### config.mk
export PLATFORM = sky130hd
export DESIGN_NAME = bin2bcd_seq
export DESIGN_NICKNAME = d
export VERILOG_FILES = /design/src/rtl/bin2bcd_seq.sv
export SDC_FILE = /design/constraint.sdc
export NUM_CORES = 1
export LEC_CHECK = 0
export ABC_AREA = 1
export BUFFER_PORTS_ARGS = -buffer_cell sky130_fd_sc_hd__buf_4
export CAP_MARGIN = 20
export CORE_MARGIN = 5
export CORE_UTILIZATION = 43
export CTS_CLUSTER_DIAMETER = 200
export DETAILED_ROUTE_END_ITERATION = 8
export PLACE_DENSITY = 0.62
export SLEW_MARGIN = 20
export SYNTH_ARGS = -nofsm -noshare
export SYNTH_HDL_FRONTEND = slang
export SYNTH_SLANG_ARGS = --single-unit
### constraint.sdc
create_clock -name clk -period 1.5 [get_ports clk]
set_clock_uncertainty 0.05 [all_clocks]
set_input_delay 0 -clock clk [delete_from_list [all_inputs] [get_ports clk]]
set_output_delay 0 -clock clk [all_outputs]
set_load 0.02 [all_outputs]
### src/rtl/bin2bcd_seq.sv
// Sequential binary-to-BCD converter (shift-and-add-3), one bit per clock,
// with valid/ready handshakes on input and output.
module bin2bcd_seq #(
  parameter int unsigned WIDTH  = 8,
  parameter int unsigned DIGITS = 3
) (
  input  logic                  clk,
  input  logic                  rst,
  input  logic                  in_valid,
  output logic                  in_ready,
  input  logic [WIDTH-1:0]      bin,
  output logic                  out_valid,
  input  logic                  out_ready,
  output logic [4*DIGITS-1:0]   bcd
);

  localparam int unsigned BW = 4 * DIGITS;
  localparam int unsigned CW = $clog2(WIDTH + 1);

  function automatic longint unsigned pow10(input int unsigned n);
    longint unsigned p;
    p = 64'd1;
    for (int unsigned i = 0; i < n; i++) p = p * 64'd10;
    return p;
  endfunction

  localparam longint unsigned MAXBIN = (64'd1 << WIDTH) - 64'd1;

  // Reject parameter sets whose digit count cannot hold the largest input
  if (pow10(DIGITS) <= MAXBIN) begin : g_digits_check
    $error("bin2bcd_seq: DIGITS too small for WIDTH");
  end

  typedef enum logic [1:0] {IDLE, CONV, DONE} state_t;

  state_t                state_q, state_n;
  logic [WIDTH-1:0]      shift_q, shift_n;
  logic [BW-1:0]         work_q,  work_n;
  logic [CW-1:0]         cnt_q,   cnt_n;
  logic [BW-1:0]         bcd_q,   bcd_n;
  logic [BW-1:0]         corr;
  logic [BW+WIDTH-1:0]   shifted;
  logic [3:0]            digit;

  // Next-state and datapath
  always_comb begin
    state_n = state_q;
    shift_n = shift_q;
    work_n  = work_q;
    cnt_n   = cnt_q;
    bcd_n   = bcd_q;
    corr    = work_q;
    digit   = '0;

    for (int k = 0; k < int'(DIGITS); k++) begin
      digit = work_q[4*k +: 4];
      if (digit >= 4'd5) corr[4*k +: 4] = digit + 4'd3;
    end
    shifted = {corr[BW-2:0], shift_q, 1'b0};

    case (state_q)
      IDLE: begin
        if (in_valid) begin
          shift_n = bin;
          work_n  = '0;
          cnt_n   = CW'(WIDTH);
          state_n = CONV;
        end
      end
      CONV: begin
        {work_n, shift_n} = shifted;
        cnt_n = cnt_q - CW'(1);
        if (cnt_q == CW'(1)) begin
          bcd_n   = shifted[BW+WIDTH-1 -: BW];
          state_n = DONE;
        end
      end
      DONE: begin
        if (out_ready) state_n = IDLE;
      end
      default: state_n = IDLE;
    endcase
  end

  // State, datapath and handshake flags
  always_ff @(posedge clk) begin
    if (rst) begin
      state_q   <= IDLE;
      shift_q   <= '0;
      work_q    <= '0;
      cnt_q     <= '0;
      bcd_q     <= '0;
      in_ready  <= 1'b1;
      out_valid <= 1'b0;
    end else begin
      state_q   <= state_n;
      shift_q   <= shift_n;
      work_q    <= work_n;
      cnt_q     <= cnt_n;
      bcd_q     <= bcd_n;
      in_ready  <= (state_n == IDLE);
      out_valid <= (state_n == DONE);
    end
  end

  assign bcd = bcd_q;

endmodule

==> results of run 1 <==
==> cells in the mapped netlist <==
| cell | number |
|---|---|
| dfxtp_1 | 40 |
| inv_1 | 30 |
| or2_1 | 1 |
| a21oi_1 | 21 |
| ha_1 | 8 |
| inv_2 | 2 |
| nand2_2 | 3 |
| o21ai_1 | 2 |
| a21oi_2 | 1 |
| buf_2 | 1 |
| buf_6 | 2 |
| buf_4 | 5 |
| o21a_1 | 8 |
| a31oi_1 | 7 |
| nor2_1 | 14 |
| o21ai_0 | 8 |
| clkbuf_1 | 2 |
| or2_2 | 1 |
| nand2_1 | 90 |
| nor2_2 | 2 |
| nand3_1 | 16 |
| nand4_1 | 6 |
| nand3_2 | 1 |
==> power breakdown <==
group          total (W)  internal, W  leakage, nW  switching, W
Sequential       0.00113      0.00111        0.326     0.0000255
Combinational   0.000299     0.000125        0.692      0.000174
Clock           0.000668     0.000316       0.0410      0.000352
Total            0.00210      0.00155         1.06      0.000552
==> sequential cells by signal, summed over array words and instances (netlist names) <==
name	count
shift_q	8
in_ready	1
bcd	12
work_q	12
state_q	2
cnt_q	4
out_valid	1
==> final timing paths <==
kind | end | slack [ns]
min | work_q[6] | 0.02
max | bcd[1] | 0.15
max reg2reg | bcd[1] | 0.15
min reg2reg | work_q[9] | 0.42
==> worst max-delay path: stages, from the launching register on <==
cell and delay, ns:
dfxtp_1 0.35, inv_1 0.09, ha_1 0.20, inv_1 0.07, nand2_1 0.08, nand3_1 0.14, nand2_1 0.09, nand2_1 0.06
nand2_1 0.05, nand2_1 0.06, inv_1 0.03
==> logic make-up after synthesis <==
kind of cell               count (synthesis)  synth area share (%)
and+or+nand+nor                          134                  29.2
AOI/OAI and AO/OA                         47                  13.9
buffers and inverters                     42                  10.0
DFF                                       40                  41.6
adders and majority gates                  8                  5.21
==> cell usage in the layout, fill, tap and decap left out, types with 2 or more instances in the layout <==
cell / instances
dfxtp_1: 39
a21oi_1: 21
o21a_1: 8
inv_1: 29
clkbuf_8: 5
nand4_1: 6
dlygate4sd3_1: 9
nor2_1: 14
nor2_2: 2
ha_1: 8
o21ai_0: 8
nand2_2: 3
nand3_1: 16
buf_4: 28
o21ai_1: 2
nand2_1: 90
a31oi_1: 7
inv_2: 3
==> metrics by stage <==
stage	std cells	hold slack [ns]	setup WS, ns
6_report	358	0.0160	0.149
4_1_cts	358	0.00270	0.101
2_1_floorplan	271	0.0978	0.215
5_1_grt	358	0.0193	0.0127
3_3_place_gp	342	0.219	0.110
3_5_place_dp	342	0.229	0.111
==> area by class of cell <==
type                       count  share of cell area, %
multi-input combinational    189                   40.2
sequential                    40                   34.6
timing repair buffer          38                   13.8
inverter                      32                   5.19
clock buffer                   6                   3.14
tap                           52                   2.81
clock inverter                 1                  0.216
==> routing by layer <==
metal  wire length, µm  vias to the layer above  track usage [%]
met4                74                        0             7.52
met2              1820                       33             22.8
met5                 0                        -                0
li1                  -                      933                -
met1              1870                      740             18.4
met3               185                        6             3.63
==> what timing repair did <==
item / in CTS / in global routing
endpoints found under the setup margin: 0 / 4
buffers inserted: 0 / 0
hold buffers: 9 / 0
hold endpoints to repair: 10 / 0
resized for setup: 0 / 2
==> results.txt, run 1 <==
----------------------------------------------------
[Run status]
  Result of the run ... finished, final reports clean

[Place]
  HPWL after detailed placement ... 2700 µm
  Number of I/O port buffers ... 25
  Placer congestion estimate ... 0.817
  Placement-stage cell area ... 0.00215 mm²

[Synth]
  Main area contributors after synthesis ... dfxtp_1, nand2_1, inv_1
  Number of synthesized register bits ... 40
  Syn_nets ... 291
  Post-synth top area cell ... dfxtp_1
  Distinct cell type count after synthesis ... 23
  Top cell type's share of synthesized area ... 41.6%
  Post-Synthesis Mean Instance Area ... 7.10 µm²
  Count of warnings emitted by yosys ... 0
  Synthesized netlist cell count ... 271
  Area of the mapped netlist ... 0.00192 mm²
  Share of the yosys chip area belonging to registers ... 41.6%

[Floorplanning]
  Initial standard-cell utilization of the core ... 44.2%
  Core Box Area ... approximately 0.0044 mm²
  Die area ... 0.00591 mm²
  Die Ht ... 76.9 µm
  Die outline width ... 76.9 µm
  Number of placement rows ... 24
  Number of top-level pins ... 26

[Routing]
  Detailed Route Iter0 Violations ... 132
  DRT Pass-1 Iters ... 4
  Detailed-route wire length ... 3950 µm
  Via count ... 1712
  DRC viols ... 0
  Number of vias per cell ... 4.78
  Average wire per cell in the routed design ... approximately 11 µm
  ANT nets after route ... 0

[Global route]
  Total global routing track utilization ... approximately 15%
  Total grt overflow ... 0
  Wire length of the first global-routing pass ... 7120 µm
  Pin count of the biggest net entering global routing ... 26
  Number of global-route vias before repair ... 1653
  Number of antenna violations at the first check in global routing ... 0

[Setup path]
  Worst Reg-to-Reg Cells ... 10
  Start point of the critical path ... work_q[1]
  Worst Setup End Kind ... register
  Max Fanout on Critical Path ... 4
  Reg-to-reg startpoint ... work_q[1]
  Worst EP required ... 1.64 ns
  Data arrival at the endpoint of the critical path ... ~1.5 ns
  Category of the most critical setup path ... reg -> reg
  Startpoint type of the worst setup path ... register

[Finish]
  Area of all placed cells without fillers ... about 0.0023 mm²
  Area added between synthesis and finish ... 20.4%
  Fillcell total ... 412
  Final standard cell utilization of the core ... between 50% and 60%
  Nets@finish ... 326
  Diodes inserted ... 0
  Area of the multi-input gates ... 930 µm²
  Layout cell share with drive strength beyond 1 ... 15.4%
  Flip-flop and latch area ... 802 µm²

[Timing]
  Crit path time final ... 1.35 ns
  Final clock period utilization by the worst path ... 90.1%
  Hold Violations, Final ... 0
  Final Setup Violations ... 0
  Setup Total Neg Slack ... 0 ns
  Achievable Freq ... approximately 740 MHz
  Unrepaired setup endpoints after global routing ... false
  Normalized max-slew margin ... 66.7%
  Slew at the pin with the worst max-slew slack ... 0.498 ns
  Final max-slew violation count ... 0

[Pwr]
  Total power divided by cell area ... 908 mW/mm²
  Static leakage power ... 1.06 nW
  Post-layout total power ... 0.00210 W
  Peak VDD IR ... 0.407 mV

[Clock network]
  CTS tree ... done
  Clk_lat worst skew ... 0.29 ns
  Number of clock buffers inserted by TritonCTS ... 5
  Buffer cell driving the clock tree root ... clkbuf_8
  Total number of H-tree levels ... 2
  Total clock sinks ... 40
  Number of buffers on the longest clock path ... 2
  Clock transition at the registers of the reported paths ... 0.07 ns

[Worst hold path]
  Hold path start ... rst
  Hold Path Cell Cnt ... 2
  Class of the tightest hold or removal check ... in -> reg

[Run]
  Number of maximum-capacitance constraint violations ... 0

----------------------------------------------------
No activity file was read; power rests on OpenSTA's default activity.
==> run 2, diff against run 1 <==
--- a/config.mk
+++ b/config.mk
@@ -13,6 +13,7 @@
 export CTS_CLUSTER_DIAMETER = 200
 export DETAILED_ROUTE_END_ITERATION = 8
 export PLACE_DENSITY = 0.62
+export REMOVE_ABC_BUFFERS = 1
 export SLEW_MARGIN = 20
 export SYNTH_ARGS = -nofsm -noshare
 export SYNTH_HDL_FRONTEND = slang
==> results.txt, run 2 (same netlist as run 1, synthesis figures left out) <==
----------------------------------------------------
[Routing]
  Detailed Route Iter0 Violations ... 95 (was 132)
  Via count ... 1709 (was 1712)
  Number of vias per cell ... 4.76 (was 4.78)
  DRC viols ... 0 (unchanged)
  Average wire per cell in the routed design ... 11.0 µm (about the same)
  ANT nets after route ... 0 (unchanged)
  DRT Pass-1 Iters ... 4 (unchanged)
  Detailed-route wire length ... 3950 µm (about the same)

[Worst hold path]
  Class of the tightest hold or removal check ... in -> reg (unchanged)
  Hold path start ... in_valid (was rst)
  Hold Path Cell Cnt ... 4 (was 2)
  Min-Delay Endpoint ... cnt_q[0] (was work_q[6])

[Timing]
  Setup Total Neg Slack ... 0 ns (unchanged)
  Final Setup Violations ... 0 (unchanged)
  Hold Violations, Final ... 0 (unchanged)
  Unrepaired setup endpoints after global routing ... false (unchanged)
  Normalized max-slew margin ... 68.3% (was 66.7%)
  Final max-slew violation count ... 0 (unchanged)
  Final clock period utilization by the worst path ... 89.0% (was 90.1%)
  Crit path time final ... 1.33 ns (was 1.35 ns)
  Slew at the pin with the worst max-slew slack ... 0.475 ns (was 0.498 ns)
  Achievable Freq ... 749 MHz (was 740 MHz)

[Place]
  HPWL after detailed placement ... 2640 µm (was 2700 µm)
  Number of I/O port buffers ... 25 (unchanged)
  DP Cell Count ... 341 (was 342)
  Placer congestion estimate ... 0.751 (was 0.817)

[Setup path]
  Data arrival at the endpoint of the critical path ... 1.48 ns (was 1.49 ns)
  Worst R2R End ... bcd[6] (was bcd[1])
  Worst EP required ... 1.64 ns (about the same)
  Worst Reg-to-Reg Cells ... 10 (unchanged)
  Buffers & Inverters on Critical Path ... 3 (unchanged)
  Startpoint type of the worst setup path ... register (unchanged)
  Slowest stage cell, crit path ... dfxtp_4 (was dfxtp_1)
  Category of the most critical setup path ... reg -> reg (unchanged)
  R2r setup slk ... 0.17 ns (was 0.15 ns)
  Top cell family by delay on the critical path ... simple AND/OR/NAND/NOR gates (unchanged)
  Reg-to-reg startpoint ... work_q[4] (was work_q[1])
  Worst Setup End Kind ... register (unchanged)
  Largest stage delay on the critical path ... 0.37 ns (was 0.35 ns)
  Dominant cell type by count on the critical path ... nand2_1 (unchanged)
  Max Fanout on Critical Path ... 5 (was 4)
  Cell Chain, Critical Path ... inv_1, ha_1, inv_1, nand2_1, nand3_2, nand2_1, nand2_1, nand2_1, nand2_1, inv_1 (was inv_1, ha_1, inv_1, nand2_1, nand3_1, nand2_1, nand2_1, nand2_1, nand2_1, inv_1)

[Finish]
  Diodes inserted ... 0 (unchanged)
  Area added between synthesis and finish ... 23.6% (was 20.4%)
  Nets@finish ... 326 (unchanged)
  Layout cell share with drive strength beyond 1 ... 16.3% (was 15.4%)
  Top library cells by usage in the layout, fill and taps aside ... nand2_1, dfxtp_1, inv_1 (unchanged)
  Final instance count without filler cells ... 359 (was 358)
  Most common library cell in the layout ignoring fill and taps ... nand2_1 (unchanged)

[Global route]
  Busiest metal layer after global routing ... met2 (unchanged)
  Global Route met1 Usage ... 19.2% (was 18.4%)
  Number of global-route vias before repair ... 1605 (was 1653)
  Total global routing track utilization ... 14.7% (was 14.6%)
  Number of antenna violations at the first check in global routing ... 0 (unchanged)
  Wire length of the first global-routing pass ... 7130 µm (was 7120 µm)
  Met2 routing resource usage after global routing ... 22.8% (about the same)
  Met3 demand-to-capacity share in global routing ... 3.75% (was 3.63%)
  Pin count of the biggest net entering global routing ... 26 (unchanged)
  Total grt overflow ... 0 (unchanged)

[Floorplanning]
  Number of placement rows ... 24 (unchanged)
  Core Box Area ... 0.00435 mm² (unchanged)
  Die outline width ... 76.9 µm (unchanged)
  Initial standard-cell utilization of the core ... 44.2% (unchanged)
  Number of top-level pins ... 26 (unchanged)
  Die Ht ... 76.9 µm (unchanged)
  Die area ... 0.00591 mm² (unchanged)

[Clock network]
  Buffer cell driving the clock tree root ... clkbuf_8 (unchanged)
  CTS tree ... done (unchanged)
  Number of buffers on the longest clock path ... 2 (unchanged)
  Total clock sinks ... 40 (unchanged)
  Number of clock buffers inserted by TritonCTS ... 5 (unchanged)
  Clk_lat worst skew ... 0.29 ns (about the same)
  Total number of H-tree levels ... 2 (unchanged)
  Clock transition at the registers of the reported paths ... 0.08 ns (was 0.07 ns)

[Run status]
  Result of the run ... finished, final reports clean (unchanged)

[Pwr]
  Total power divided by cell area ... 1010 mW/mm² (was 908 mW/mm²)
  Static leakage power ... 1.09 nW (was 1.06 nW)
  Peak VDD IR ... 0.616 mV (was 0.407 mV)

[Run]
  Number of maximum-capacitance constraint violations ... 0 (unchanged)

----------------------------------------------------
## run 2: metrics by stage
stage / hold WS [ns] / worst slack, ns / util (%) / instance area [µm²] / total power [W]
after floorplan: 0.0124 / 0.0587 / - / 1850 / 0.00132
after global placement: 0.220 / 0.129 / 49.1 / 2140 / 0.00143
after detailed placement: 0.227 / 0.110 / 49.1 / 2140 / 0.00144
after CTS: 0.0349 / 0.0932 / 54.3 / 2360 / 0.00243
after global routing: 0.0705 / 0.00839 / 54.6 / 2380 / 0.00252
final: 0.0375 / 0.166 / 54.6 / 2380 / 0.00240
## run 2: tightest hold or removal path, cell delays in order
cell and delay, ns:
buf_4 0.08, nand2_1 0.07, nand2_2 0.12, a21oi_1 0.07
## run 2: worst max path at each step
stage	from	end	cells past startpoint
2_1_floorplan	cnt_q[0]	bcd[5]	6
3_3_place_gp	work_q[4]	bcd[6]	10
3_5_place_dp	work_q[4]	bcd[6]	10
4_1_cts	work_q[4]	bcd[6]	10
5_1_grt	cnt_q[1]	bcd[5]	8
6_report	work_q[4]	bcd[6]	10
## run 2: report_power, final
part	switching [W]	internal (W)
clock	0.000381	0.000587
sequential	0.0000250	0.00111
combinational	0.000172	0.000124
total	0.000578	0.00182
## run 2: layout make-up
type | instances | area, µm²
Clock inverter | 1 | 30.0
Timing Repair Buffer | 38 | 323
Multi-Input combinational cell | 189 | 935
Inverter | 32 | 120
Fill cell | 416 | 1980
Tap cell | 52 | 65.1
Clock buffer | 7 | 96.3
Sequential cell | 40 | 807
## run 2: timing repair
| item | 4_1_cts | 5_1_grt |
|---|---|---|
| buffers inserted | 0 | 0 |
| hold endpoints to repair | 11 | 0 |
| endpoints found under the setup margin | 0 | 6 |
| hold buffers | 10 | 0 |
| gates resized for setup | 0 | 5 |
## run 2: layer usage
metal  wire length [µm]  part of all wire (%)
met1               1940                    49
met2               1780                    45
met3                171                   4.3
met4                 53                   1.3
met5                  0                     0
==> run 3, diff against run 2 <==
--- a/config.mk
+++ b/config.mk
@@ -6,13 +6,14 @@
 export NUM_CORES = 1
 export LEC_CHECK = 0
 export ABC_AREA = 1
-export BUFFER_PORTS_ARGS = -buffer_cell sky130_fd_sc_hd__buf_4
 export CAP_MARGIN = 20
 export CORE_MARGIN = 5
 export CORE_UTILIZATION = 43
 export CTS_CLUSTER_DIAMETER = 200
 export DETAILED_ROUTE_END_ITERATION = 8
-export PLACE_DENSITY = 0.62
+export DONT_BUFFER_PORTS = 1
+export PLACE_DENSITY = 0.58
+export RECOVER_POWER = 50
 export REMOVE_ABC_BUFFERS = 1
 export SLEW_MARGIN = 20
 export SYNTH_ARGS = -nofsm -noshare
==> results.txt, run 3 (same netlist as run 1, synthesis figures left out) <==
----------------------------------------------------
[Floorplanning]
  Initial standard-cell utilization of the core ... 44.2% (unchanged)
  Die Ht ... 76.9 µm (unchanged)
  Number of top-level pins ... 26 (unchanged)
  Core Box Area ... 0.00435 mm² (unchanged)
  Number of placement rows ... 24 (unchanged)
  Die outline width ... 76.9 µm (unchanged)
  Die area ... 0.00591 mm² (unchanged)

[Pwr]
  Total power divided by cell area ... 956 mW/mm² (was 1010 mW/mm²)
  Static leakage power ... 0.946 nW (was 1.09 nW)
  Proportion of total power due to net switching ... 26.6% (was 24.1%)
  Combinational share of power ... 11.3% (was 12.3%)
  Internal Pwr Total ... 0.00152 W (was 0.00182 W)
  Switching power of the nets ... 0.000550 W (was 0.000578 W)
  Peak VDD IR ... 0.676 mV (was 0.616 mV)
  Post-layout total power ... 0.00207 W (was 0.00240 W)
  Sequential share of power ... 56.0% (was 47.3%)
  Power share of the clock group ... 32.7% (was 40.4%)

[Finish]
  Nets@finish ... 302 (was 326)
  Fillcell total ... 437 (was 416)
  Top library cells by usage in the layout, fill and taps aside ... nand2_1, dfxtp_1, inv_1 (unchanged)
  Diodes inserted ... 0 (unchanged)
  Most common library cell in the layout ignoring fill and taps ... nand2_1 (unchanged)
  Final standard cell utilization of the core ... 49.6% (was 54.6%)
  Area added between synthesis and finish ... 12.4% (was 23.6%)
  Layout cell share with drive strength beyond 1 ... 7.80% (was 16.3%)

[Timing]
  Achievable Freq ... 738 MHz (was 749 MHz)
  Setup Total Neg Slack ... 0 ns (unchanged)
  Crit path time final ... 1.35 ns (was 1.33 ns)
  Setup slack after layout ... 0.145 ns (was 0.166 ns)
  Hold Violations, Final ... 0 (unchanged)
  Slew at the pin with the worst max-slew slack ... 0.919 ns (was 0.475 ns)
  Unrepaired setup endpoints after global routing ... false (unchanged)
  Final Setup Violations ... 0 (unchanged)
  Final clock period utilization by the worst path ... 90.3% (was 89.0%)
  Final max-slew violation count ... 0 (unchanged)
  Normalized max-slew margin ... 38.6% (was 68.3%)

[Clock network]
  Total clock sinks ... 40 (unchanged)
  Total number of H-tree levels ... 2 (unchanged)
  CTS tree ... done (unchanged)
  Clk_lat worst skew ... 0.29 ns (about the same)
  Clock transition at the registers of the reported paths ... 0.08 ns (about the same)
  Number of clock buffers inserted by TritonCTS ... 5 (unchanged)
  Buffer cell driving the clock tree root ... clkbuf_8 (unchanged)
  Number of buffers on the longest clock path ... 2 (unchanged)
  Total setup buffers inserted after CTS ... 0 (unchanged)

[Setup path]
  Data arrival at the endpoint of the critical path ... 1.51 ns (was 1.48 ns)
  Start point of the critical path ... work_q[4] (unchanged)
  Worst EP required ... 1.65 ns (was 1.64 ns)
  Max Fanout on Critical Path ... 5 (unchanged)
  Worst Setup End Kind ... register (unchanged)
  Reg-to-reg startpoint ... work_q[4] (unchanged)
  Category of the most critical setup path ... reg -> reg (unchanged)
  Startpoint type of the worst setup path ... register (unchanged)

[Routing]
  ANT nets after route ... 0 (unchanged)
  Average wire per cell in the routed design ... 11.6 µm (was 11.0 µm)
  Detailed-route wire length ... 3890 µm (was 3950 µm)
  Detailed Route Iter0 Violations ... 55 (was 95)
  Number of vias per cell ... 4.99 (was 4.76)
  DRC viols ... 0 (unchanged)
  Via count ... 1665 (was 1709)
  DRT Pass-1 Iters ... 4 (unchanged)

[Global route]
  Number of global-route vias before repair ... 1551 (was 1605)
  Pin count of the biggest net entering global routing ... 25 (was 26)
  Total global routing track utilization ... 13.6% (was 14.7%)
  Number of antenna violations at the first check in global routing ... 0 (unchanged)
  Wire length of the first global-routing pass ... 6690 µm (was 7130 µm)
  Total grt overflow ... 0 (unchanged)

[Run]
  Number of maximum-capacitance constraint violations ... 0 (unchanged)

[Place]
  Place WS ... 0.116 ns (was 0.110 ns)
  Placer congestion estimate ... 0.772 (was 0.751)
  HPWL after detailed placement ... 2640 µm (about the same)
  Number of I/O port buffers ... 0 (was 25)

[Run status]
  Result of the run ... finished, final reports clean (unchanged)

[Worst hold path]
  Class of the tightest hold or removal check ... in -> reg (unchanged)
  Hold path start ... rst (was in_valid)

----------------------------------------------------
## run 3: per-layer routing
metal,share of wire [%],vias to the layer above,track usage [%]
li1,-,886,-
met1,48,737,16.7
met2,45,35,22.0
met3,5.8,7,4.68
met4,1.2,0,4.55
met5,0,-,0
## run 3: power groups by stage
stage          registers [W]  clock network, W  logic [W]
2_1_floorplan        0.00118                 0   0.000146
3_3_place_gp         0.00118                 0   0.000204
3_5_place_dp         0.00118                 0   0.000203
4_1_cts              0.00116          0.000694   0.000237
5_1_grt              0.00116          0.000743   0.000270
6_report             0.00116          0.000675   0.000234
## run 3: stage by stage
step                std cells  area (µm²)  hold slack [ns]
floorplan                 261        1850           0.0124
global placement          316        1960           0.0191
detailed placement        316        1960           0.0200
CTS                       334        2150           0.0853
global route              334        2160            0.118
finish                    334        2160           0.0943
## run 3: repair_timing
action,CTS,global route
setup endpoints to repair,0,7
resized for setup,0,4
endpoints found under the hold margin,27,0
hold buffers,11,0
## run 3: final timing paths
check / endpoint / depth (start not counted) / slack (ns)
worst max-delay path: work_q[5] / 9 / 0.15
worst min-delay path: shift_q[4] / 3 / 0.09
worst max register to register: work_q[5] / 9 / 0.15
worst min register to register: cnt_q[2] / 1 / 0.41
## run 3: layout make-up
type | instances | area [µm²] | share of cell area (%)
multi-input cells | 189 | 935 | 43.3
flip-flops and latches | 40 | 806 | 37.3
repair buffers | 14 | 158 | 7.30
inverters | 32 | 120 | 5.56
clock buffers | 6 | 72.6 | 3.36
well taps | 52 | 65.1 | 3.01
clock inverters | 1 | 5.00 | 0.232
## run 3: worst max-delay path, cell delays in order (launching register included)
cell	delay, ns
dfxtp_4	0.37
inv_1	0.06
ha_1	0.19
inv_1	0.08
nand2_1	0.10
nand3_2	0.11
nand2_1	0.07
nand2_1	0.07
nand2_1	0.05
a21oi_1	0.11
